[config.mk]
export PLATFORM = sky130hd
export DESIGN_NAME = param_cam
export DESIGN_NICKNAME = d
export VERILOG_FILES = /design/src/rtl/param_cam.sv
export SDC_FILE = /design/constraint.sdc
export NUM_CORES = 1
export LEC_CHECK = 0
export CAP_MARGIN = 20
export CELL_PAD_IN_SITES_DETAIL_PLACEMENT = 2
export CELL_PAD_IN_SITES_GLOBAL_PLACEMENT = 2
export CORE_UTILIZATION = 41
export DETAILED_ROUTE_END_ITERATION = 7
export GPL_TIMING_DRIVEN = 0
export PLACE_DENSITY = 0.78
export SETUP_SLACK_MARGIN = 0.4
export SYNTH_ARGS = -nofsm -noshare
export SYNTH_HDL_FRONTEND = slang
export SYNTH_SLANG_ARGS = --single-unit
[constraint.sdc]
create_clock -name i_clk -period 3.79 [get_ports i_clk]
set_input_delay 0.5685 -clock i_clk [delete_from_list [all_inputs] [get_ports i_clk]]
set_output_delay 0.5685 -clock i_clk [all_outputs]
set_load 0.005 [all_outputs]
[src/rtl/param_cam.sv]
// param_cam - parameterised content-addressable memory.
//
// CAM_DEPTH entries of CAM_WIDTH-bit keys, each with a valid bit.
// Searches compare a key against all valid entries and return a registered
// result one cycle later. The mutating operations are flush, invalidate,
// write and insert. They are mutually exclusive per cycle and resolved in
// that priority order. Insert auto-allocates the lowest free slot. When the
// CAM is full, insert evicts the slot at a round-robin victim pointer.
//
// Optional feature: define CAM_TERNARY_EN to add i_search_mask. A set mask
// bit excludes that key bit from the compare.
//
// Ports:
//   i_clk, i_rst_n     clock; asynchronous active-low reset
//   i_search           search request, key on i_contents
//   i_contents         key for search / write / insert
//   i_write_en         store i_contents at i_wr_addr and set its valid bit
//   i_wr_addr          address for write and invalidate
//   i_insert_en        auto-allocate a slot and store i_contents
//   i_inval_en         clear the valid bit at i_wr_addr
//   i_flush            clear all valid bits
//   i_search_mask      (CAM_TERNARY_EN only) per-bit don't-care for search
//   o_match            search hit
//   o_match_addr       lowest matching index (0 on miss)
//   o_multi_match      more than one valid entry matched
//   o_search_done      search result valid (holds until the next result)
//   o_valid_status     per-entry valid bits
//   o_full, o_empty    all valid / none valid (combinational)
//   o_ins_done         one-cycle pulse after an executed insert
//   o_ins_addr         slot used by that insert
//   o_evicted          that slot was previously valid
module param_cam #(
  parameter int CAM_DEPTH = 8,
  parameter int CAM_WIDTH = 48,
  parameter int CAM_PTR   = 3
) (
  input  logic                 i_clk,
  input  logic                 i_rst_n,
  input  logic                 i_search,
  input  logic [CAM_WIDTH-1:0] i_contents,
  input  logic                 i_write_en,
  input  logic [CAM_PTR-1:0]   i_wr_addr,
  input  logic                 i_insert_en,
  input  logic                 i_inval_en,
  input  logic                 i_flush,
`ifdef CAM_TERNARY_EN
  input  logic [CAM_WIDTH-1:0] i_search_mask,
`endif
  output logic                 o_match,
  output logic [CAM_PTR-1:0]   o_match_addr,
  output logic                 o_multi_match,
  output logic                 o_search_done,
  output logic [CAM_DEPTH-1:0] o_valid_status,
  output logic                 o_full,
  output logic                 o_empty,
  output logic                 o_ins_done,
  output logic [CAM_PTR-1:0]   o_ins_addr,
  output logic                 o_evicted
);

  logic [CAM_WIDTH-1:0] mem_q [CAM_DEPTH];
  logic [CAM_DEPTH-1:0] valid_q, valid_d;
  logic [CAM_PTR-1:0]   victim_q;

  logic [CAM_WIDTH-1:0] care_mask;
  logic [CAM_DEPTH-1:0] hit_vec;
  logic                 hit_any, hit_multi;
  logic [CAM_PTR-1:0]   hit_idx;
  logic                 hit_found;

  logic [CAM_PTR-1:0]   free_idx;
  logic                 free_found;
  logic                 full_c;

  logic                 do_flush, do_inval, do_write, do_insert;
  logic                 addr_ok;
  logic [CAM_PTR-1:0]   ins_addr_c;

`ifdef CAM_TERNARY_EN
  assign care_mask = ~i_search_mask;
`else
  assign care_mask = '1;
`endif

  // Match against the current (pre-edge) storage, so a search in the same
  // cycle as a mutation sees the old contents.
  always_comb begin
    hit_vec = '0;
    for (int unsigned i = 0; i < CAM_DEPTH; i++) begin
      hit_vec[i] = valid_q[i] && (((mem_q[i] ^ i_contents) & care_mask) == '0);
    end
  end

  always_comb begin
    hit_idx   = '0;
    hit_found = 1'b0;
    for (int unsigned i = 0; i < CAM_DEPTH; i++) begin
      if (hit_vec[i] && !hit_found) begin
        hit_idx   = CAM_PTR'(i);
        hit_found = 1'b1;
      end
    end
  end

  assign hit_any   = |hit_vec;
  // Clearing the lowest set bit leaves something only if two or more were set.
  assign hit_multi = |(hit_vec & (hit_vec - CAM_DEPTH'(1)));

  always_comb begin
    free_idx   = '0;
    free_found = 1'b0;
    for (int unsigned i = 0; i < CAM_DEPTH; i++) begin
      if (!valid_q[i] && !free_found) begin
        free_idx   = CAM_PTR'(i);
        free_found = 1'b1;
      end
    end
  end

  assign full_c = &valid_q;

  // One mutating op per cycle: flush > invalidate > write > insert.
  assign do_flush  = i_flush;
  assign do_inval  = !i_flush && i_inval_en;
  assign do_write  = !i_flush && !i_inval_en && i_write_en;
  assign do_insert = !i_flush && !i_inval_en && !i_write_en && i_insert_en;
  assign addr_ok   = int'(i_wr_addr) < CAM_DEPTH;

  assign ins_addr_c = full_c ? victim_q : free_idx;

  always_comb begin
    valid_d = valid_q;
    if (do_flush) begin
      valid_d = '0;
    end else begin
      for (int unsigned i = 0; i < CAM_DEPTH; i++) begin
        if (do_inval && addr_ok && i_wr_addr == CAM_PTR'(i)) valid_d[i] = 1'b0;
        if (do_write && addr_ok && i_wr_addr == CAM_PTR'(i)) valid_d[i] = 1'b1;
        if (do_insert && ins_addr_c == CAM_PTR'(i))          valid_d[i] = 1'b1;
      end
    end
  end

  // Key storage has no reset; stale keys are hidden by their valid bits.
  always_ff @(posedge i_clk) begin
    for (int unsigned i = 0; i < CAM_DEPTH; i++) begin
      if ((do_write && addr_ok && i_wr_addr == CAM_PTR'(i)) ||
          (do_insert && ins_addr_c == CAM_PTR'(i))) begin
        mem_q[i] <= i_contents;
      end
    end
  end

  always_ff @(posedge i_clk or negedge i_rst_n) begin
    if (!i_rst_n) begin
      valid_q       <= '0;
      victim_q      <= '0;
      o_match       <= 1'b0;
      o_match_addr  <= '0;
      o_multi_match <= 1'b0;
      o_search_done <= 1'b0;
      o_ins_done    <= 1'b0;
      o_ins_addr    <= '0;
      o_evicted     <= 1'b0;
    end else begin
      valid_q <= valid_d;

      if (i_search) begin
        o_search_done <= 1'b1;
        o_match       <= hit_any;
        o_match_addr  <= hit_idx;
        o_multi_match <= hit_multi;
      end

      o_ins_done <= do_insert;
      if (do_insert) begin
        o_ins_addr <= ins_addr_c;
        o_evicted  <= full_c;
        if (full_c) begin
          victim_q <= (victim_q == CAM_PTR'(CAM_DEPTH - 1)) ? '0
                                                           : victim_q + CAM_PTR'(1);
        end
      end
    end
  end

  assign o_valid_status = valid_q;
  assign o_full         = full_c;
  assign o_empty        = ~|valid_q;

endmodule

---- After elaboration in Yosys (flattened, before gate mapping) ----
Memories as Yosys holds them, arrays and structs flattened.
Cells that the tools add are included.
word-level totals
  memories ................................ 1
  memory bits (read-only) ................. 0
  bits in registers ....................... 22
  bits in writable memories ............... 384
  output and inout bits ................... 21
  latch bits .............................. 0
operators by class
  equality and inequality tests ........... 15
  bitwise gates (word level) .............. 9
  $mul .................................... 0
  divide/modulo/power cells ............... 0
  $add $sub $neg .......................... 2
  order comparisons ....................... 0
  multiplexer cells ....................... 92
  reductions and logical operators ........ 113
  shift operators ......................... 0
memory list
  memory  depth  width  read ports  clocked after memory_dff  write ports  RTL line  source
  mem_q   8      48     8           0                         1            61        logic [CAM_WIDTH-1:0] mem_q [CAM_DEPTH];
operators with widths
  kind                                                  number
  logical NOT 48 bit                                    8
  XOR 48 bit                                            8
  2-to-1 mux 48 bit                                     7
  OR reduction 48 bit                                   7
  2-to-1 mux 1 bit                                      63
  logical AND 1 bit                                     51
  2-to-1 mux 3 bit                                      17
  nonzero test 4 bit                                    8
  equality test 3 bit (second input constant)           9
  logical NOT 1 bit                                     24
  OR reduction 8 bit                                    3
  equality test 3 x 2 -> 1 bit (second input constant)  4
  AND reduction 9 bit                                   1
  bitwise AND 8 bit                                     1
  logical OR 1 bit                                      8
  2-to-1 mux 2 bit                                      4
  2-to-1 mux 8 bit                                      1
  AND reduction 8 bit                                   1
  subtractor 8 x 1 -> 8 bit (second input constant)     1
  equality test 3 x 1 -> 1 bit (second input constant)  2
  logical NOT 3 bit                                     2
  adder 3 x 1 -> 3 bit (second input constant)          1

---- Longest topological paths before layout ----
Gate-level depths: netlist (run 1).
  word-level depth ........................ 35
  gate-level depth with buffers ........... 10
  mapped depth without buffers ............ 9

---- Worst setup path before layout (run 1) ----
No wires, ideal clock.
  path type ............................... reg-to-reg
  start ................................... reg valid_q[0] (netlist: o_valid_status[0])
  end ..................................... reg valid_q[1] (netlist: o_valid_status[1])
  setup time .............................. 75 ps
  arrival time ............................ 4116 ps
  stages on the path, launching flop included .. 9
  path buffers ............................ 0
  setup slack ............................. -401 ps
  cell sequence ........................... dfrtp_1 -> nand4_1 -> nor2_1 -> nand2_1 -> inv_1 -> o21ai_0 -> or2_1 -> o22ai_1 -> o21ba_2
RTL lines
  element                           RTL line  source
  from (decl)                       62        logic [CAM_DEPTH-1:0] valid_q, valid_d;
  from (signal assigned)            166       valid_q <= valid_d;
  AND reduction 8 bit (*)           120       assign full_c = &valid_q;
  named net o_full                  54        output logic o_full,
  2-to-1 mux 3 bit (*)              129       assign ins_addr_c = full_c ? victim_q : free_idx;
  equality test 3 x 1 -> 1 bit (*)  139       if (do_insert && ins_addr_c == CAM_PTR'(i)) valid_d[i] = 1'b1;
  logical AND 1 bit (*)             139
  2-to-1 mux 1 bit                  139
  2-to-1 mux 8 bit                  133       if (do_flush) begin
The timed path passes the listed nets; every way through them passes the cells marked *.
A chain may end at the register's enable or synchronous reset.

---- Worst setup path in the final report (run 1) ----
  start ................................... in i_contents[36]
  end ..................................... reg o_match_addr[0]
on the way
  longest elaborated chain between the ends .. 25
ends and longest elaborated chain
  element               RTL line  source
  from (decl)           40        input logic [CAM_WIDTH-1:0] i_contents,
  XOR 48 bit            90        hit_vec[i] = valid_q[i] && (((mem_q[i] ^ i_contents) & care_mask) == '0);
  logical NOT 48 bit    90
  logical AND 1 bit     90
  2-to-1 mux 1 bit      98        if (hit_vec[i] && !hit_found) begin
  logical NOT 1 bit     98
  logical AND 1 bit     98
  2-to-1 mux 1 bit      98
  logical NOT 1 bit     98
  (+9 left out)         n/a
  logical AND 1 bit     98
  2-to-1 mux 1 bit      98
  logical NOT 1 bit     98
  logical AND 1 bit     98
  2-to-1 mux 1 bit      98
  logical NOT 1 bit     98
  logical AND 1 bit     98
  2-to-1 mux 3 bit (*)  98
  to (signal assigned)  171       o_match_addr <= hit_idx;
  to (decl)             50        output logic [CAM_PTR-1:0] o_match_addr,
Every way passes the cells marked *; elsewhere a longest branch is shown, timed or not.

==> results_dict.tcl, run 1 <==
set metrics [dict create \
    status "complete, no violations" \
    drt-total-wl_um 60600 \
    dieWidth_um 208 \
    wl_per_cell_um 33.3 \
    yosys.area.top_type_share 0.662 \
    fmax_ghz 0.296 \
    syn_avg_cell_area_um2 15.7 \
    fin_setup_tns_ns 0 \
    ys_seq_area_frac 0.693 \
    drv_slew 0 \
    final.setup.worst_slack_ns 0.410 \
    ys_seq_elements 406 \
    clk_latency_ns 0.57 \
    row_count 75 \
    setup_violations 0 \
    cts-root-buf "clkbuf_16" \
    synth_edf_count 384 \
    grt_util_all_layers 0.285 \
    pre_cts_ws_ns -1.06 \
    syn_area_um2 17400 \
    vias 10500 \
    cp-end-kind "flop" \
    fin_crit_sh 0.892 \
    post-synth-top-area-cell "edfxtp_1" \
    drive_gt1_frac 0.136 \
    place.gp.congestion 0.844 \
    path_clk_slew_ns 0.07 \
    ant_nets 0 \
    cts_max_level 2 \
    fin_nets 1314 \
    synthToLayoutAreaGrowth_pct 20.6 \
    globalRouteOverflowTotal 0 \
    first_pass_iters 7 \
    arrival_ns 3.83 \
    port_buffers 78 \
    dp_hpwl_um 42600 \
    drt-initial-drc-count 1002 \
    tightest_slew_ns 0.822 \
    synth_flop_cell "edfxtp_1" \
    maxCapViolations 0 \
    hold_class "in2async" \
    layout_min_cycle_time_ns 3.38 \
    first_global_vias 11500 \
    syn-num-nets 1167 \
    start_kind "primary input" \
    cts_tree "built" \
    ys_types 53 \
    powerDensity_nw_per_um2 483 \
    drc 0 \
    worstSetupPathType "in2reg" \
    cts_hold_buf 0 \
    core_area_um2 41900 \
    relSlewSlack 0.447 \
    hold_viol 0 \
    finClkSkew_ns 0.0261 \
    die_h_um 208 \
    yosys_warnings 0 \
    synth.area.top_cells "edfxtp_1, xnor2_1, xor2_1" \
    cts_buffers 44 \
    dieArea_um2 43300 \
    path_max_fanout 9 \
    grt_pass1_wl_um 86300 \
    rsz0062_at_grt "yes" \
    synthCells 1107 \
    io_pins 79 \
    fin_total_pwr_w 0.0102 \
    clock_path_buffers 3 \
    grt_max_degree 25 \
    final_cell_mix "edfxtp_1, xnor2_1, xor2_1" \
    start_util 0.415 \
    viasPerCell 5.78 \
    grt_antenna_before_repair 0 \
    critPathRequiredTime_ns 4.24 \
    cts.sinks 406 \
    p_leak_nw 6.90 \
    layout_commonest_cell "edfxtp_1" \
    diodes 0 \
    async_flop_share 0.0542 \
    worst_ir_drop_vdd_uv 326 \
]
## cells in the mapped netlist, drive strengths merged (2+ instances only)
cell,instances
edfxtp,384
xnor2,217
xor2,157
nand4,65
buf,48
nor4,47
nand2,25
dfrtp,22
nand3,15
inv,12
nor2,11
nor3,11
o21a,10
o21ai,10
nand2b,8
o21ba,8
o22ai,8
nor2b,6
or4,4
and3,3
and4,3
nand3b,3
or2,3
a21oi,2
a31oi,2
ha,2
mux2,2
## path summary, 6_finish.rpt
kind | startpoint | to | slack, ns | cells after the start
max in group asynchronous | i_rst_n | o_valid_status[1]$_DFFE_PN0P_ | 3.18 | 2
hold / removal | i_rst_n | o_match_addr[0]$_DFFE_PN0P_ | 0.22 | 1
setup reg to reg | o_valid_status[3]$_DFFE_PN0P_ | mem_q[0][3]$_DFFE_PP_ | 0.63 | 9
setup / recovery | i_contents[36] | o_match_addr[0]$_DFFE_PN0P_ | 0.41 | 11
min in group i_clk | o_search_done$_DFFE_PN0P_ | o_search_done$_DFFE_PN0P_ | 0.47 | 1
hold reg to reg | o_search_done$_DFFE_PN0P_ | o_search_done$_DFFE_PN0P_ | 0.47 | 1
## routing by layer
layer	wire length, µm	up-vias	GRT usage	part of all wire
met1	24400	5634	0.362	0.40
met4	2690	0	0.120	0.044
met2	30000	407	0.484	0.49
li1	-	4370	-	-
met5	0	-	0	0
met3	3480	113	0.0462	0.057
## report_power, final
part | leakage [nW] | switching (W) | total, W | internal, W
logic | 2.43 | 0.000475 | 0.000735 | 0.000260
clock network | 0.701 | 0.00180 | 0.00443 | 0.00263
registers | 3.76 | 0.0000289 | 0.00500 | 0.00497
total | 6.90 | 0.00230 | 0.0102 | 0.00786
## sequential cells by signal, summed over array words and instances, names as in the netlist
name / flops
o_valid_status: 8
o_evicted: 1
o_match: 1
victim_q: 3
mem_q: 384
o_multi_match: 1
o_search_done: 1
o_ins_done: 1
o_match_addr: 3
o_ins_addr: 3
## through the flow
| step | utilization | cell area (µm²) | hold slack (ns) | cells |
|---|---|---|---|---|
| after floorplan | - | 17500 | 0.273 | 1107 |
| after global placement | 0.451 | 18900 | 0.451 | 1724 |
| after detailed placement | 0.462 | 19400 | 0.462 | 1741 |
| after CTS | 0.499 | 20900 | 0.479 | 1820 |
| after global routing | 0.501 | 21000 | 0.212 | 1822 |
| final | 0.501 | 21000 | 0.220 | 1822 |
## worst max-delay path, cell delays in order
cell and delay [ns]:
dlygate4sd2_1 0.64, buf_2 0.47, xor2_1 0.13, nor3_1 0.44, nand3_1 0.31, or4_1 0.59, clkbuf_2 0.20, nand2_1 0.14
nor4b_1 0.08, a21oi_1 0.17, o21ai_0 0.09
## layout make-up
| type | count | area [µm²] |
|---|---|---|
| Tap cell | 539 | 674 |
| Clock buffer | 50 | 1140 |
| Fill cell | 3823 | 20900 |
| Timing Repair Buffer | 101 | 1250 |
| Clock inverter | 25 | 294 |
| Inverter | 12 | 45.0 |
| Multi-Input combinational cell | 640 | 5170 |
| Buffer | 49 | 365 |
| Sequential cell | 406 | 12100 |
## logic make-up (layout without fill, tap and decap cells)
logic type / Yosys count / in the layout / synth area share
AOI/OAI and AO/OA: 55 / 55 / 0.0245
xor gates and xnor gates: 374 / 374 / 0.188
DFF: 406 / 406 / 0.693
muxes: 2 / 2 / 0.00129
adders and majority gates: 3 / 3 / 0.00201
and+or+nand+nor: 206 / 206 / 0.0684
buffers and inverters: 61 / 237 / 0.0225
## repair_timing
item                       4_1_cts  5_1_grt
buffers inserted                 4        1
pin swaps                        2        1
setup endpoints to repair        5       27
resized for setup               26       25
hold endpoints to repair         0        0
cloned                           0        0
(Power assumes the default switching activity.)
==> inputs of run 2 (changes only) <==
--- a/config.mk
+++ b/config.mk
@@ -8,10 +8,10 @@
 export CAP_MARGIN = 20
 export CELL_PAD_IN_SITES_DETAIL_PLACEMENT = 2
 export CELL_PAD_IN_SITES_GLOBAL_PLACEMENT = 2
-export CORE_UTILIZATION = 41
+export CORE_UTILIZATION = 45
 export DETAILED_ROUTE_END_ITERATION = 7
 export GPL_TIMING_DRIVEN = 0
-export PLACE_DENSITY = 0.78
+export PLACE_DENSITY = 0.82
 export SETUP_SLACK_MARGIN = 0.4
 export SYNTH_ARGS = -nofsm -noshare
 export SYNTH_HDL_FRONTEND = slang
==> constraint.sdc (replaced) <==
create_clock -name i_clk -period 3.45 [get_ports i_clk]
set_input_delay 0.5175 -clock i_clk [delete_from_list [all_inputs] [get_ports i_clk]]
set_output_delay 0.5175 -clock i_clk [all_outputs]
set_load 0.005 [all_outputs]
==> results_dict.tcl, run 2 (same netlist as run 1, synthesis figures left out) <==
set metrics [dict create \
    status "complete, no violations" \
    layout_min_cycle_time_ns 3.17 \
    powerDensity_nw_per_um2 531 \
    first_global_vias 11900 \
    critPathMaxStageDelay_ns 0.49 \
    arrival_ns 3.62 \
    fmax_ghz 0.316 \
    critPathRequiredTime_ns 3.90 \
    worstRegToRegCells 10 \
    fin_setup_tns_ns 0 \
    largest_reg_flops 384 \
    timing.critical_path.cells "clkdlybuf4s15_2 > buf_2 > xor2_1 > nor4_4 > nand4_1 > or4_1 > clkbuf_2 > nand2_1 > nor4b_1 > a21oi_1 > o21ai_0" \
    rsz0062_at_grt "yes" \
    fin_nets 1329 \
    maxCapViolations 0 \
    die_h_um 199 \
    finClkSkew_ns 0.0153 \
    drv_slew 0 \
    relSlewSlack 0.456 \
    cts_tree "built" \
    clk_latency_ns 0.59 \
    fin_total_pwr_w 0.0113 \
    slowest_stage "or4_1" \
    grt_util_all_layers 0.345 \
    route.met3.wl_um 5410 \
    fill_cells 3280 \
    tightest_slew_ns 0.808 \
    grt_antenna_before_repair 2 \
    cts_hold_buf 0 \
    fin_crit_sh 0.919 \
    drive_gt1_frac 0.173 \
    path_max_fanout 9 \
    top_layer "met4" \
    row_count 71 \
    viasPerCell 6.15 \
    worst-path-stages 11 \
    hold_class "in2async" \
    first_pass_iters 5 \
    vias 11200 \
    ant_nets 0 \
    cts_buffers 45 \
    largest-register "mem_q" \
    post-route-util 0.563 \
    synthToLayoutAreaGrowth_pct 22.3 \
    crit_start "i_contents[27]" \
    dieArea_um2 39500 \
    layout_commonest_cell "edfxtp_1" \
    final_cell_mix "edfxtp_1, xnor2_1, xor2_1" \
    port_buffers 78 \
    io_pins 79 \
    m1WireLength_um 25500 \
    wl_per_cell_um 37.4 \
    dp_hpwl_um 43500 \
    worst_ir_drop_vdd_uv 401 \
    place.gp.congestion 0.855 \
    cts.sinks 406 \
    grt_max_degree 27 \
    worstSetupPathType "in2reg" \
    globalRouteOverflowTotal 0 \
    cp_top_family "simple AND/OR/NAND/NOR gates" \
    path_clk_slew_ns 0.07 \
    hold_viol 0 \
    drt-initial-drc-count 1107 \
    cp-end-kind "flop" \
    cts_max_level 2 \
    drc 0 \
    start_kind "primary input" \
    grt_pass1_wl_um 92000 \
    p_leak_nw 7.01 \
    wl_met2_um 34000 \
    start_util 0.460 \
    dieWidth_um 199 \
    drt-total-wl_um 68000 \
    r2r-start "mem_q[1][48]$_DFFE_PP_" \
    core_area_um2 37800 \
    cts-root-buf "clkbuf_16" \
    setup_violations 0 \
    clock_path_buffers 3 \
    path_buf_inv 3 \
]
==> run 2: changes by cell type in the layout (fill, tap and decap cells not counted), moves of 3 or more <==
cell and delta:
buf_2 -15, buf_4 +20, clkbuf_1 +7, clkbuf_2 +3
clkbuf_4 +5, clkdlybuf4s15_2 +14, clkdlybuf4s50_1 -27, clkinv_1 +3
clkinv_2 -3, dlygate4sd2_1 +15, dlymetal6s2s_1 -7, nor4_1 -13
nor4_2 +10, nor4_4 +3
==> run 2: power by group <==
part | total (W) | internal, W | switching, W
registers | 0.00549 | 0.00546 | 0.0000354
logic | 0.000855 | 0.000286 | 0.000569
clock network | 0.00496 | 0.00287 | 0.00209
==> run 2: worst reg2reg max path: stages, from the launching register on <==
cell      delay, ns
edfxtp_1       0.37
xor2_1         0.16
nor4_2         0.34
buf_2          0.24
nand4_1        0.25
or4_1          0.62
clkbuf_2       0.21
nand2_1        0.22
nor4b_1        0.10
a21oi_1        0.16
o21ai_0        0.11
==> run 2: stage by stage <==
stage	std cells	worst slack, ns	area [µm²]	hold slack (ns)
3_3_place_gp	1696	-3.51	18900	0.452
2_1_floorplan	1107	-0.741	17500	0.222
4_1_cts	1811	0.283	21200	0.461
6_report	1817	0.281	21300	0.274
5_1_grt	1816	0.251	21300	0.282
3_5_place_dp	1714	-1.09	19400	0.475
==> run 2: layout make-up <==
type / instances / area (µm²) / area share
diodes: 1 / 2.50 / 0.000117
plain buffers: 49 / 415 / 0.0195
clock buffers: 59 / 1220 / 0.0573
clock inverters: 24 / 249 / 0.0117
inverters: 12 / 45.0 / 0.00211
multi-input cells: 640 / 5310 / 0.249
flip-flops and latches: 406 / 12100 / 0.567
well taps: 511 / 639 / 0.0300
repair buffers: 115 / 1350 / 0.0634
==> run 2: metal layers <==
layer  GRT usage  up-vias
met5           0        -
met4       0.144        0
met3      0.0573      171
li1            -     4417
met2       0.590      668
met1       0.434     5916
==> run 2: what timing repair did <==
action                                  4_1_cts  5_1_grt
pin swaps                                    11        5
setup buffers                                14        4
endpoints found under the setup margin      194      188
gates resized for setup                     125       36
==> run 2: final timing paths <==
check | endpoint | slack [ns]
max | o_match_addr[0]$_DFFE_PN0P_ | 0.28
min | o_valid_status[3]$_DFFE_PN0P_ | 0.27
max reg2reg | o_match_addr[0]$_DFFE_PN0P_ | 0.55
min reg2reg | o_search_done$_DFFE_PN0P_ | 0.50
max in group asynchronous | o_valid_status[2]$_DFFE_PN0P_ | 2.67
min in group i_clk | mem_q[1][108]$_DFFE_PP_ | 0.34
